`src/rtl/div_issue_ctrl.sv`:
```
// EXE-stage initiator for the 32-bit iterative divider.
// Launches one divide, stalls EXE, holds the result and drains the divider on flush.
module div_issue_ctrl #(
  parameter int WIDTH = 32
) (
  input  logic             div_clk,
  input  logic             reset,
  input  logic             es_valid,
  input  logic [1:0]       es_op,
  input  logic [WIDTH-1:0] es_src1,
  input  logic [WIDTH-1:0] es_src2,
  input  logic             es_flush,
  input  logic             out_ready,
  output logic             div_stall,
  output logic             res_valid,
  output logic [WIDTH-1:0] res_data,
  output logic             div,
  output logic             div_signed,
  output logic [WIDTH-1:0] x,
  output logic [WIDTH-1:0] y,
  input  logic [WIDTH-1:0] s,
  input  logic [WIDTH-1:0] r,
  input  logic             complete
);

  typedef enum logic [2:0] {
    S_IDLE,
    S_ISSUE,
    S_WAIT,
    S_HOLD,
    S_DRAIN
  } state_t;

  state_t           state;
  state_t           state_n;
  logic             sel;
  logic             sel_n;
  logic             div_n;
  logic             sgn_n;
  logic [WIDTH-1:0] x_n;
  logic [WIDTH-1:0] y_n;
  logic             rv_n;
  logic [WIDTH-1:0] rd_n;

  always_ff @(posedge div_clk) begin
    if (reset) begin
      state      <= S_IDLE;
      sel        <= 1'b0;
      div        <= 1'b0;
      div_signed <= 1'b0;
      x          <= '0;
      y          <= '0;
      res_valid  <= 1'b0;
      res_data   <= '0;
    end else begin
      state      <= state_n;
      sel        <= sel_n;
      div        <= div_n;
      div_signed <= sgn_n;
      x          <= x_n;
      y          <= y_n;
      res_valid  <= rv_n;
      res_data   <= rd_n;
    end
  end

  always_comb begin
    state_n = state;
    sel_n   = sel;
    div_n   = 1'b0;
    sgn_n   = div_signed;
    x_n     = x;
    y_n     = y;
    rv_n    = res_valid;
    rd_n    = res_data;
    unique case (state)
      S_IDLE: begin
        if (es_valid && !es_flush) begin
          x_n     = es_src1;
          y_n     = es_src2;
          sgn_n   = !es_op[1];
          sel_n   = es_op[0];
          div_n   = 1'b1;
          state_n = S_ISSUE;
        end
      end
      S_ISSUE: begin
        // the start pulse is already out, so a flush here must drain
        state_n = es_flush ? S_DRAIN : S_WAIT;
      end
      S_WAIT: begin
        if (complete) begin
          if (es_flush) begin
            state_n = S_IDLE;
          end else begin
            rd_n    = sel ? r : s;
            rv_n    = 1'b1;
            state_n = S_HOLD;
          end
        end else if (es_flush) begin
          state_n = S_DRAIN;
        end
      end
      S_HOLD: begin
        if (es_flush || out_ready) begin
          rv_n    = 1'b0;
          state_n = S_IDLE;
        end
      end
      S_DRAIN: begin
        if (complete) begin
          state_n = S_IDLE;
        end
      end
      default: begin
        state_n = S_IDLE;
      end
    endcase
  end

  assign div_stall = !reset && es_valid &&
                     !(state == S_HOLD && out_ready && !es_flush);

endmodule
```
`config.mk`:
```
export PLATFORM = sky130hd
export DESIGN_NAME = div_issue_ctrl
export DESIGN_NICKNAME = d
export VERILOG_FILES = /design/src/rtl/div_issue_ctrl.sv
export SDC_FILE = /design/constraint.sdc
export NUM_CORES = 1
export LEC_CHECK = 0
export BUFFER_PORTS_ARGS = -buffer_cell sky130_fd_sc_hd__buf_2
export CAP_MARGIN = 20
export CELL_PAD_IN_SITES_DETAIL_PLACEMENT = 1
export CELL_PAD_IN_SITES_GLOBAL_PLACEMENT = 1
export CORE_UTILIZATION = 32
export CTS_CLUSTER_SIZE = 12
export DETAILED_ROUTE_END_ITERATION = 10
export HOLD_SLACK_MARGIN = 0.06
export PLACE_DENSITY_LB_ADDON = 0.12
export SYNTH_ARGS = -nofsm -noshare
export SYNTH_HDL_FRONTEND = slang
export SYNTH_SLANG_ARGS = --single-unit
```
`constraint.sdc`:
```
create_clock -name div_clk -period 1.77 [get_ports div_clk]
set_input_delay 0 -clock div_clk [delete_from_list [all_inputs] [get_ports div_clk]]
set_output_delay 0 -clock div_clk [all_outputs]
set_load 0.005 [all_outputs]
```
# After elaboration in Yosys (flattened, before gate mapping)

Index checks and enable logic that the tools add are counted.

Register bits after elaboration: 103
Input port bits: 136
Output and inout bits: 100
Logic and storage cells: 51

Eq/ne operators: 10
Multiplexer cells: 14
Bitwise operators: 2
Reduce and logical (&&, ||, !) cells: 17

Operators with widths:

| cell                 | count |
|---|---|
| $mux W32             | 1 |
| $mux W3              | 6 |
| $pmux W3 S5          | 1 |
| $ne A2 B2 Y1 const B | 5 |
| $reduce_and A4 Y1    | 2 |
| $eq A3 B2 Y1 const B | 2 |
| $logic_and A1 B1 Y1  | 5 |
| $logic_not A1 Y1     | 4 |
| $mux W1              | 4 |
| $eq A3 B1 Y1 const B | 1 |
| $eq A3 B3 Y1 const B | 1 |
| $logic_not A3 Y1     | 1 |
| $ne A3 B3 Y1 const B | 1 |
| $reduce_and A3 Y1    | 1 |
| $mux W2              | 1 |
| $not A1 Y1           | 2 |
| $pmux W1 S2          | 1 |
| $reduce_and A2 Y1    | 1 |
| $reduce_bool A2 Y1   | 1 |
| $reduce_or A2 Y1     | 1 |
| $logic_or A1 B1 Y1   | 1 |

# Logic depth before layout (Yosys ltp)

Gate-level depths: netlist of the first run.

Depth after elaboration: 5
Depth in mapped cells: 7

# Worst setup path after synthesis of the first run

Ideal clock, no wire load.

Path kind: register to register
Start point: register state[2]
End point: register state[0]
Data arrival time: 1.361 ns
Required time: 1.649 ns
Path slack: 0.288 ns
Stages on the path, launching flop included: 5
Period minus slack after synthesis: 1.482 ns
Cell sequence: dfxtp_1 buf_6 or3b_1 a32o_1 mux2_4

Cells in the longest elaborated chain, start to end: 3
Elaborated cells on any way between the ends: 11
Those cells by class: 8 x eq/ne; 1 x mux; 2 x reduce/logical

RTL lines:

| element                                                              | line | text |
|---|---|---|
| from (decl)                                                          | 34   | `state_t state;` |
| from (signal assigned)                                               | 56   | `state <= state_n;` |
| $eq A3 B2 Y1 (tied with other cells)                                 | 76   | `unique case (state)` |
| $ne A3 B3 Y1 (no source line) / $ne A2 B2 Y1 (equally long branches) | --   |  |
| $reduce_and A4 Y1 (no source line)                                   | --   |  |

Several ways; a longest one is shown, not always the timed one.
A chain may end at the register's enable or synchronous reset.

# Worst setup path after layout of the first run

Start point: register state[2]
End point: register x[25]

Cells in the longest elaborated chain, start to end: 2

RTL lines:

| element                            | line | text |
|---|---|---|
| $logic_not A3 Y1                   | 76   |  |
| $reduce_and A2 Y1 (no source line) | --   |  |
| to (signal assigned)               | 60   | `x <= x_n;` |
| to (decl)                          | 19   | `output logic [WIDTH-1:0] x,` |

No other way between the ends.

==> results.cfg, run 1 <==
[run]
maxCapViolCount = 0

[worst_setup_path]
arrival_ns = 1.88
rrSetupSlack_ns = 0.09
path_max_fanout = 35
critPathLaunch = state[2]
critical_path_required_ns = 1.97
r2r_start = state[2]
r2r-end = x[25]
reg2reg_depth = 4
path_class = reg2reg
endpoint_kind = flop
critPathLaunchType = flop

[route]
via_per_inst = 5.14
drt-initial-drc-count = 331
remaining_drc_errors = 0
wl_per_cell_um = 17.6
first_pass_iters = 4
routed_wl_um = 17600
num_vias = 5120
antenna_left = 0

[timing]
worst_clock_skew_ns = 0.00707
slew_viol_final = 0
fin_crit_sh = 0.947
period_needed_ns = 1.68
finalSetupTns_ns = 0
hold_viol = 0
worst_pin_slew_ns = 0.564
whs_ns = 0.0707
slew_headroom = 0.624
rsz0062_at_grt = false
fmax_mhz = 597
setup-violations-final = 0

[min_path]
holdPathStages = 3
min-delay-start = s[24]
hold_path_end = res_data[24]
hold_path.class = in2reg

[grt]
grt_pass1_wl_um = 27900
grt_pass1_vias = 5524
track_usage = 0.247
antenna_found_initial = 0
gr-total-overflow = 0
grt_start_max_net_pins = 52

[synthesis]
synth.distinct_cells = 33
ys_warn_count = 0
netlist_instances = 486
synth-seq-cells = 103
synth_nets = 622
netlist_area_um2 = 4360
postSynthAreaPerCell_um2 = 8.98
synth-seq-area-share = 0.473

[floorplanning]
die-area_um2 = 14100
core_region_area_um2 = 13300
initial_core_util = 0.328
io_pins = 236
placementRows = 42
dieWidth_um = 119
die_h_um = 119

[outcome]
outcome = finished, final reports clean

[placement]
gp_congestion = 0.805
dp_hpwl_um = 9910
io_buffers = 235

[finish]
regArea_um2 = 2070
final_cell_mix = 234 x buf_2, 123 x dlygate4sd3_1, 102 x dfxtp_1, 99 x a21oi_1, 66 x nand3_1
layout_commonest_cell = buf_2
layout.nets = 951
diodes = 0
multi_input_area_um2 = 1960
area_delta_synth_final_pct = 65.4
drive_above_1_share = 0.337
fillers = 1560

[cts]
post_cts_buffers = 0
cts.htree.levels = 3
clock-sinks = 103
cts_buffers = 9
clk_path_buf_depth = 2
clk_pin_slew_ns = 0.06
root_buffer = clkbuf_16
clk_latency_ns = 0.34
cts_tree = done

[power]
leakagePower_nw = 3.06
power_density_nw_per_um2 = 953
peakVddDrop_uv = 413
==> registers in the layout, summed over array words and instances, names as in the netlist <==
name and flops:
div_signed 1, x 32, y 32, state 3
sel 1, div 1, res_data 32, res_valid 1
==> how the worst max path moves through the flow <==
stage                        end  slack, ns  depth (start not counted)
floorplan               state[0]       0.29                          4
global placement           y[13]       0.19                          4
detailed placement         x[25]        0.1                          4
CTS                 res_data[31]       0.03                          4
global route               x[25]       0.01                          4
finish                     x[25]       0.09                          4
==> stage by stage <==
step	total power (W)	instances	utilization	cell area (um^2)	setup slack, ns
after floorplan	0.00372	486	-	4360	0.288
after global placement	0.00430	857	0.424	5640	0.187
after detailed placement	0.00436	857	0.424	5640	0.0988
after CTS	0.00690	995	0.542	7200	0.0329
after global routing	0.00723	996	0.543	7220	0.00968
final	0.00687	996	0.543	7220	0.0938
==> logic make-up after synthesis <==
kind of cell           share of synthesized area
DFF                                        0.473
buffers and inverters                     0.0789
and+or+nand+nor                            0.111
AOI/OAI and AO/OA                          0.256
muxes                                     0.0814
==> what timing repair did <==
item / in CTS / in global routing
hold buffers: 122 / 1
endpoints found under the hold margin: 96 / 1
gates resized for setup: 0 / 1
setup endpoints to repair: 0 / 14
==> area by class of cell <==
cell class / instances / share of cell area
clock buffer: 13 / 0.0347
multi-input combinational: 323 / 0.271
clock inverter: 3 / 0.0125
inverter: 1 / 0.000520
tap: 176 / 0.0305
timing repair buffer: 377 / 0.364
sequential: 103 / 0.286
==> synthesized netlist by cell type (all sizes together) <==
cell type / instances / area (um^2)
clkbuf: 30 / 113
o21ai: 66 / 330
buf: 29 / 228
a2111oi: 1 / 8.76
dfxtp: 103 / 2060
mux2: 1 / 15.0
and3b: 1 / 8.76
nand2: 1 / 3.75
nor4: 2 / 27.5
nor3: 4 / 20.0
nand3: 66 / 330
nor2: 3 / 11.3
nor3b: 2 / 26.3
nand2b: 2 / 12.5
a21oi: 99 / 495
or4: 1 / 11.3
a32o: 1 / 10.0
or3b: 1 / 8.76
mux2i: 34 / 340
nor2b: 2 / 12.5
a311oi: 1 / 8.76
and2: 2 / 12.5
inv: 1 / 3.75
a211oi: 32 / 255
o211ai: 1 / 7.51
==> metal layers <==
metal | vias to the layer above | share of wire | track usage
met5 | - | 0 | 0
met4 | 0 | 0.031 | 0.112
met3 | 39 | 0.060 | 0.0574
met2 | 187 | 0.49 | 0.446
met1 | 2470 | 0.42 | 0.272
li1 | 2424 | - | -
==> where the power goes <==
part / total, W / switching [W] / internal (W)
logic: 0.00194 / 0.00103 / 0.000912
registers: 0.00265 / 0.000123 / 0.00253
clock network: 0.00228 / 0.000860 / 0.00142
==> critical path: stages, from the launching register on <==
cell and delay (ns):
dfxtp_1 0.38, or4_4 0.56, buf_4 0.27, o21ai_0 0.23
a21oi_1 0.10
(Power assumes the default switching activity.)
==> inputs of run 2 (changes only) <==
--- a/config.mk
+++ b/config.mk
@@ -5,7 +5,7 @@
 export SDC_FILE = /design/constraint.sdc
 export NUM_CORES = 1
 export LEC_CHECK = 0
-export BUFFER_PORTS_ARGS = -buffer_cell sky130_fd_sc_hd__buf_2
+export BUFFER_PORTS_ARGS = -buffer_cell sky130_fd_sc_hd__clkbuf_2
 export CAP_MARGIN = 20
 export CELL_PAD_IN_SITES_DETAIL_PLACEMENT = 1
 export CELL_PAD_IN_SITES_GLOBAL_PLACEMENT = 1
==> run 2 against run 1 <==
Effect of this change:
- total power decreased by 5.5%
- register-to-register slack got worse by 0.03 ns
- clock power decreased by 15%
- non-clock buffer count unchanged
- die area unchanged
- sequential power about the same
- sequential cell count unchanged
- sequential share of layout area increased by 0.16 points
- cell count unchanged
- design area decreased by 0.57%
- highest routed layer unchanged
- clock skew increased by 0.0046 ns
==> results.cfg, run 2 (same netlist as run 1, synthesis figures left out) <==
[cts]
cts.htree.levels = 3
clk_pin_slew_ns = 0.07
clock-sinks = 103
clk_path_buf_depth = 2
post_cts_buffers = 0
cts_buffers = 9
root_buffer = clkbuf_16
cts_tree = done
clk_latency_ns = 0.35

[timing]
slew_headroom = 0.618
fmax_mhz = 587
slew_viol_final = 0
setup-violations-final = 0
hold_viol = 0
fin_ws_ns = 0.0667
finalSetupTns_ns = 0
period_needed_ns = 1.70
fin_crit_sh = 0.962
rsz0062_at_grt = false
worst_clock_skew_ns = 0.0117
worst_pin_slew_ns = 0.572

[floorplanning]
io_pins = 236
die_h_um = 119
dieWidth_um = 119
placementRows = 42
die-area_um2 = 14100
initial_core_util = 0.328
core_region_area_um2 = 13300

[worst_setup_path]
endpoint_kind = flop
reg2reg_depth = 4
r2r-end = x[6]
critPathLaunchType = flop
critical_path_required_ns = 2.00
path_class = reg2reg
arrival_ns = 1.93
r2r_start = state[2]
rrSetupSlack_ns = 0.07
path_max_fanout = 66

[route]
remaining_drc_errors = 0
wl_per_cell_um = 17.2
routed_wl_um = 17100
antenna_left = 0
drt-initial-drc-count = 272
via_per_inst = 5.07
first_pass_iters = 4
num_vias = 5046

[min_path]
holdPathStages = 3
hold_path_end = res_data[21]
hold_path.class = in2reg
min-delay-start = r[21]

[grt]
grt_pass1_vias = 5299
grt_pass1_wl_um = 27200
grt_start_max_net_pins = 67
gr-total-overflow = 0
antenna_found_initial = 0
track_usage = 0.240

[finish]
layout_commonest_cell = clkbuf_2
diodes = 0
area_delta_synth_final_pct = 64.5
drive_above_1_share = 0.337
top_regs = res_data: 32 flops, x: 32 flops, y: 32 flops
layout.cells.non_filler = 996
layout.nets = 951
final_cell_mix = 234 x clkbuf_2, 125 x dlygate4sd3_1, 102 x dfxtp_1, 99 x a21oi_1, 66 x nand3_1

[placement]
dp_worst_setup_slack_ns = 0.131
gp_congestion = 0.755
io_buffers = 235
dp_hpwl_um = 9680
dp.cells = 854

[run]
maxCapViolCount = 0

[power]
leakagePower_nw = 2.98
power_density_nw_per_um2 = 905
peakVddDrop_uv = 499

[outcome]
outcome = finished, final reports clean
==> run 2: cell types whose count changed in the layout (fill, tap and decap cells not counted), moves of 2 or more <==
cell | previous run | this run
bufinv_16 | 3 | 0
buf_4 | 14 | 11
clkbuf_1 | 3 | 1
dlygate4sd3_1 | 123 | 125
clkinvlp_4 | 0 | 2
clkbuf_2 | 0 | 234
buf_2 | 234 | 0
==> run 2: per-layer routing <==
layer,GRT usage,up-vias,share of wire
met1,0.284,2423,0.42
li1,-,2429,-
met2,0.420,168,0.50
met4,0.0886,0,0.022
met3,0.0574,26,0.058
met5,0,-,0
==> run 2: final cells by class <==
cell class	instances	area [um^2]
Fill cell	1594	6120
Timing Repair Buffer	377	2640
Sequential cell	103	2070
Multi-Input combinational cell	323	1960
Clock buffer	12	256
Tap cell	176	220
Clock inverter	4	28.8
Inverter	1	3.75
==> run 2: power by group <==
group	internal, W	switching [W]	total, W
registers	0.00252	0.000146	0.00267
clock network	0.00104	0.000897	0.00193
logic	0.000887	0.00101	0.00189
total	0.00445	0.00205	0.00650
==> run 2: worst max-delay path, cell delays in order (launching register included) <==
cell and delay, ns:
dfxtp_1 0.39, or4_4 0.57, buf_12 0.19, o21ai_0 0.28
a21oi_1 0.11
==> run 2: worst max path at each step <==
stage             start     endpoint  slack, ns  cells after the start
2_1_floorplan  state[2]     state[0]       0.29                      4
3_3_place_gp   state[2]   div_signed       0.15                      5
3_5_place_dp   state[2]   div_signed       0.13                      5
4_1_cts             sel  res_data[5]       0.02                      4
5_1_grt             sel  res_data[3]       0.01                      4
6_report       state[2]         x[6]       0.07                      4
==> run 2: through the flow <==
step	area [um^2]	utilization	power [W]	hold slack [ns]
after floorplan	4360	-	0.00372	0.116
after global placement	5620	0.423	0.00424	0.216
after detailed placement	5620	0.423	0.00429	0.214
after CTS	7160	0.538	0.00649	0.0613
after global routing	7180	0.540	0.00684	0.0614
final	7180	0.540	0.00650	0.0656
==> run 2: repair_timing <==
action / 4_1_cts / 5_1_grt
hold buffers: 125 / 0
endpoints found under the hold margin: 98 / 0
resized for setup: 0 / 2
setup endpoints to repair: 0 / 16
==> inputs of run 3 (changes only) <==
--- a/config.mk
+++ b/config.mk
@@ -9,7 +9,7 @@
 export CAP_MARGIN = 20
 export CELL_PAD_IN_SITES_DETAIL_PLACEMENT = 1
 export CELL_PAD_IN_SITES_GLOBAL_PLACEMENT = 1
-export CORE_UTILIZATION = 32
+export CORE_UTILIZATION = 34
 export CTS_CLUSTER_SIZE = 12
 export DETAILED_ROUTE_END_ITERATION = 10
 export HOLD_SLACK_MARGIN = 0.06
==> constraint.sdc (replaced) <==
create_clock -name div_clk -period 2 [get_ports div_clk]
set_input_delay 0 -clock div_clk [delete_from_list [all_inputs] [get_ports div_clk]]
set_output_delay 0 -clock div_clk [all_outputs]
set_load 0.005 [all_outputs]
==> run 3 against run 2 <==
Effect of this change:
- combinational power down 12%
- wire length rose by 2.6%
- hold slack gained 0.014 ns
- non-clock buffer count increased by 1
- clock power shrank 5%
- die area is 5.8% lower
- design area shrank 0.16%
- global-route usage increased by 2.6 points
- utilization increased by 3.0 points
- register-to-register slack better by 0.13 ns
- total power fell by 10%
- setup slack better by 0.13 ns
- critical path type unchanged
- largest cell class unchanged
==> results.cfg, run 3 (same netlist as run 1, synthesis figures left out) <==
[outcome]
outcome = finished, final reports clean

[route]
remaining_drc_errors = 0
antenna_left = 0
routed_wl_um = 17600
drt-initial-drc-count = 249
via_per_inst = 5.17
first_pass_iters = 4
num_vias = 5143
wl_per_cell_um = 17.7

[timing]
fin_ws_ns = 0.195
finalSetupTns_ns = 0
period_needed_ns = 1.80
setup-violations-final = 0
fin_crit_sh = 0.902
worst_pin_slew_ns = 0.734
hold_viol = 0
slew_headroom = 0.511
rsz0062_at_grt = false
slew_viol_final = 0
worst_clock_skew_ns = 0.00776
fmax_mhz = 554

[cts]
clk_latency_ns = 0.35
post_cts_buffers = 0
cts_buffers = 9
cts_tree = done
root_buffer = clkbuf_16
cts.htree.levels = 3
clock-sinks = 103
clk_path_buf_depth = 2
clk_pin_slew_ns = 0.07

[grt]
grt_pass1_wl_um = 27600
track_usage = 0.266
gr-total-overflow = 0
grt_pass1_vias = 5460
grt_start_max_net_pins = 68
antenna_found_initial = 1

[power]
leakagePower_nw = 2.99
power_density_nw_per_um2 = 813
peakVddDrop_uv = 432

[finish]
area_delta_synth_final_pct = 64.2
final_cell_mix = 234 x clkbuf_2, 128 x dlygate4sd3_1, 102 x dfxtp_1, 99 x a21oi_1, 66 x nand3_1
drive_above_1_share = 0.334
layout.nets = 952
layout_commonest_cell = clkbuf_2
layout.cells.non_filler = 994
top_regs = res_data: 32 flops, x: 32 flops, y: 32 flops
stdcell_area_um2 = 7160

[worst_setup_path]
endpoint_kind = flop
r2r-end = x[24]
critPathLaunch = state[1]
path_class = reg2reg
critPathLaunchType = flop
arrival_ns = 2.03
r2r_start = state[1]
critical_path_required_ns = 2.22
reg2reg_depth = 3
path_max_fanout = 66
rrSetupSlack_ns = 0.20

[floorplanning]
die-area_um2 = 13300
placementRows = 41
core_region_area_um2 = 12600
initial_core_util = 0.347
dieWidth_um = 115
die_h_um = 115
io_pins = 236

[run]
maxCapViolCount = 0

[placement]
gp_congestion = 0.743
dp.cells = 849
dp_worst_setup_slack_ns = 0.253
dp_hpwl_um = 9550
place_area_um2 = 5570
io_buffers = 235

[min_path]
hold_path_end = x[7]
holdPathStages = 2
hold_path.class = in2reg
min-delay-start = reset
[run 3: how the worst max path moves through the flow]
stage	end	slack, ns	depth (start not counted)
detailed placement	x[24]	0.25	3
global route	x[6]	0.09	3
finish	x[24]	0.20	3
floorplan	state[0]	0.52	4
global placement	y[10]	0.31	3
CTS	x[24]	0.24	3
[run 3: area by class of cell]
type	instances	area (um^2)
clock buffers	13	270
diodes	1	2.50
repair buffers	378	2610
clock inverters	3	40.0
inverters	1	3.75
multi-input cells	323	1960
well taps	172	215
flip-flops and latches	103	2060
fillers	1498	5400
[run 3: timing repair]
| action | CTS | global route |
|---|---|---|
| resized for setup | 0 | 0 |
| setup endpoints to repair | 0 | 0 |
| endpoints found under the hold margin | 99 | 0 |
| hold buffers | 128 | 0 |
[run 3: routing by layer]
| layer | track usage | routed length (um) | part of all wire | vias up |
|---|---|---|---|---|
| met5 | 0 | 0 | 0 | - |
| li1 | - | - | - | 2436 |
| met3 | 0.0675 | 1060 | 0.060 | 59 |
| met4 | 0.136 | 714 | 0.041 | 0 |
| met1 | 0.278 | 6730 | 0.38 | 2455 |
| met2 | 0.492 | 9080 | 0.52 | 193 |
[run 3: metrics by stage]
step | total power (W) | utilization | hold WS [ns]
after global placement | 0.00372 | 0.443 | 0.208
after detailed placement | 0.00376 | 0.443 | 0.211
after CTS | 0.00583 | 0.570 | 0.0650
after floorplan | 0.00329 | - | 0.116
after global routing | 0.00612 | 0.570 | 0.0832
final | 0.00582 | 0.570 | 0.0796
[run 3: worst max-delay path: stages (launching register included)]
cell and delay [ns]:
dfxtp_1 0.40, or4_4 0.81, o21ai_0 0.35, a21oi_1 0.11
[run 3: report_power, final]
part	leakage [nW]	switching (W)	internal (W)
Clock	0.156	0.000760	0.00107
Sequential	0.837	0.000100	0.00224
Combinational	2.00	0.000905	0.000752
Total	2.99	0.00177	0.00406
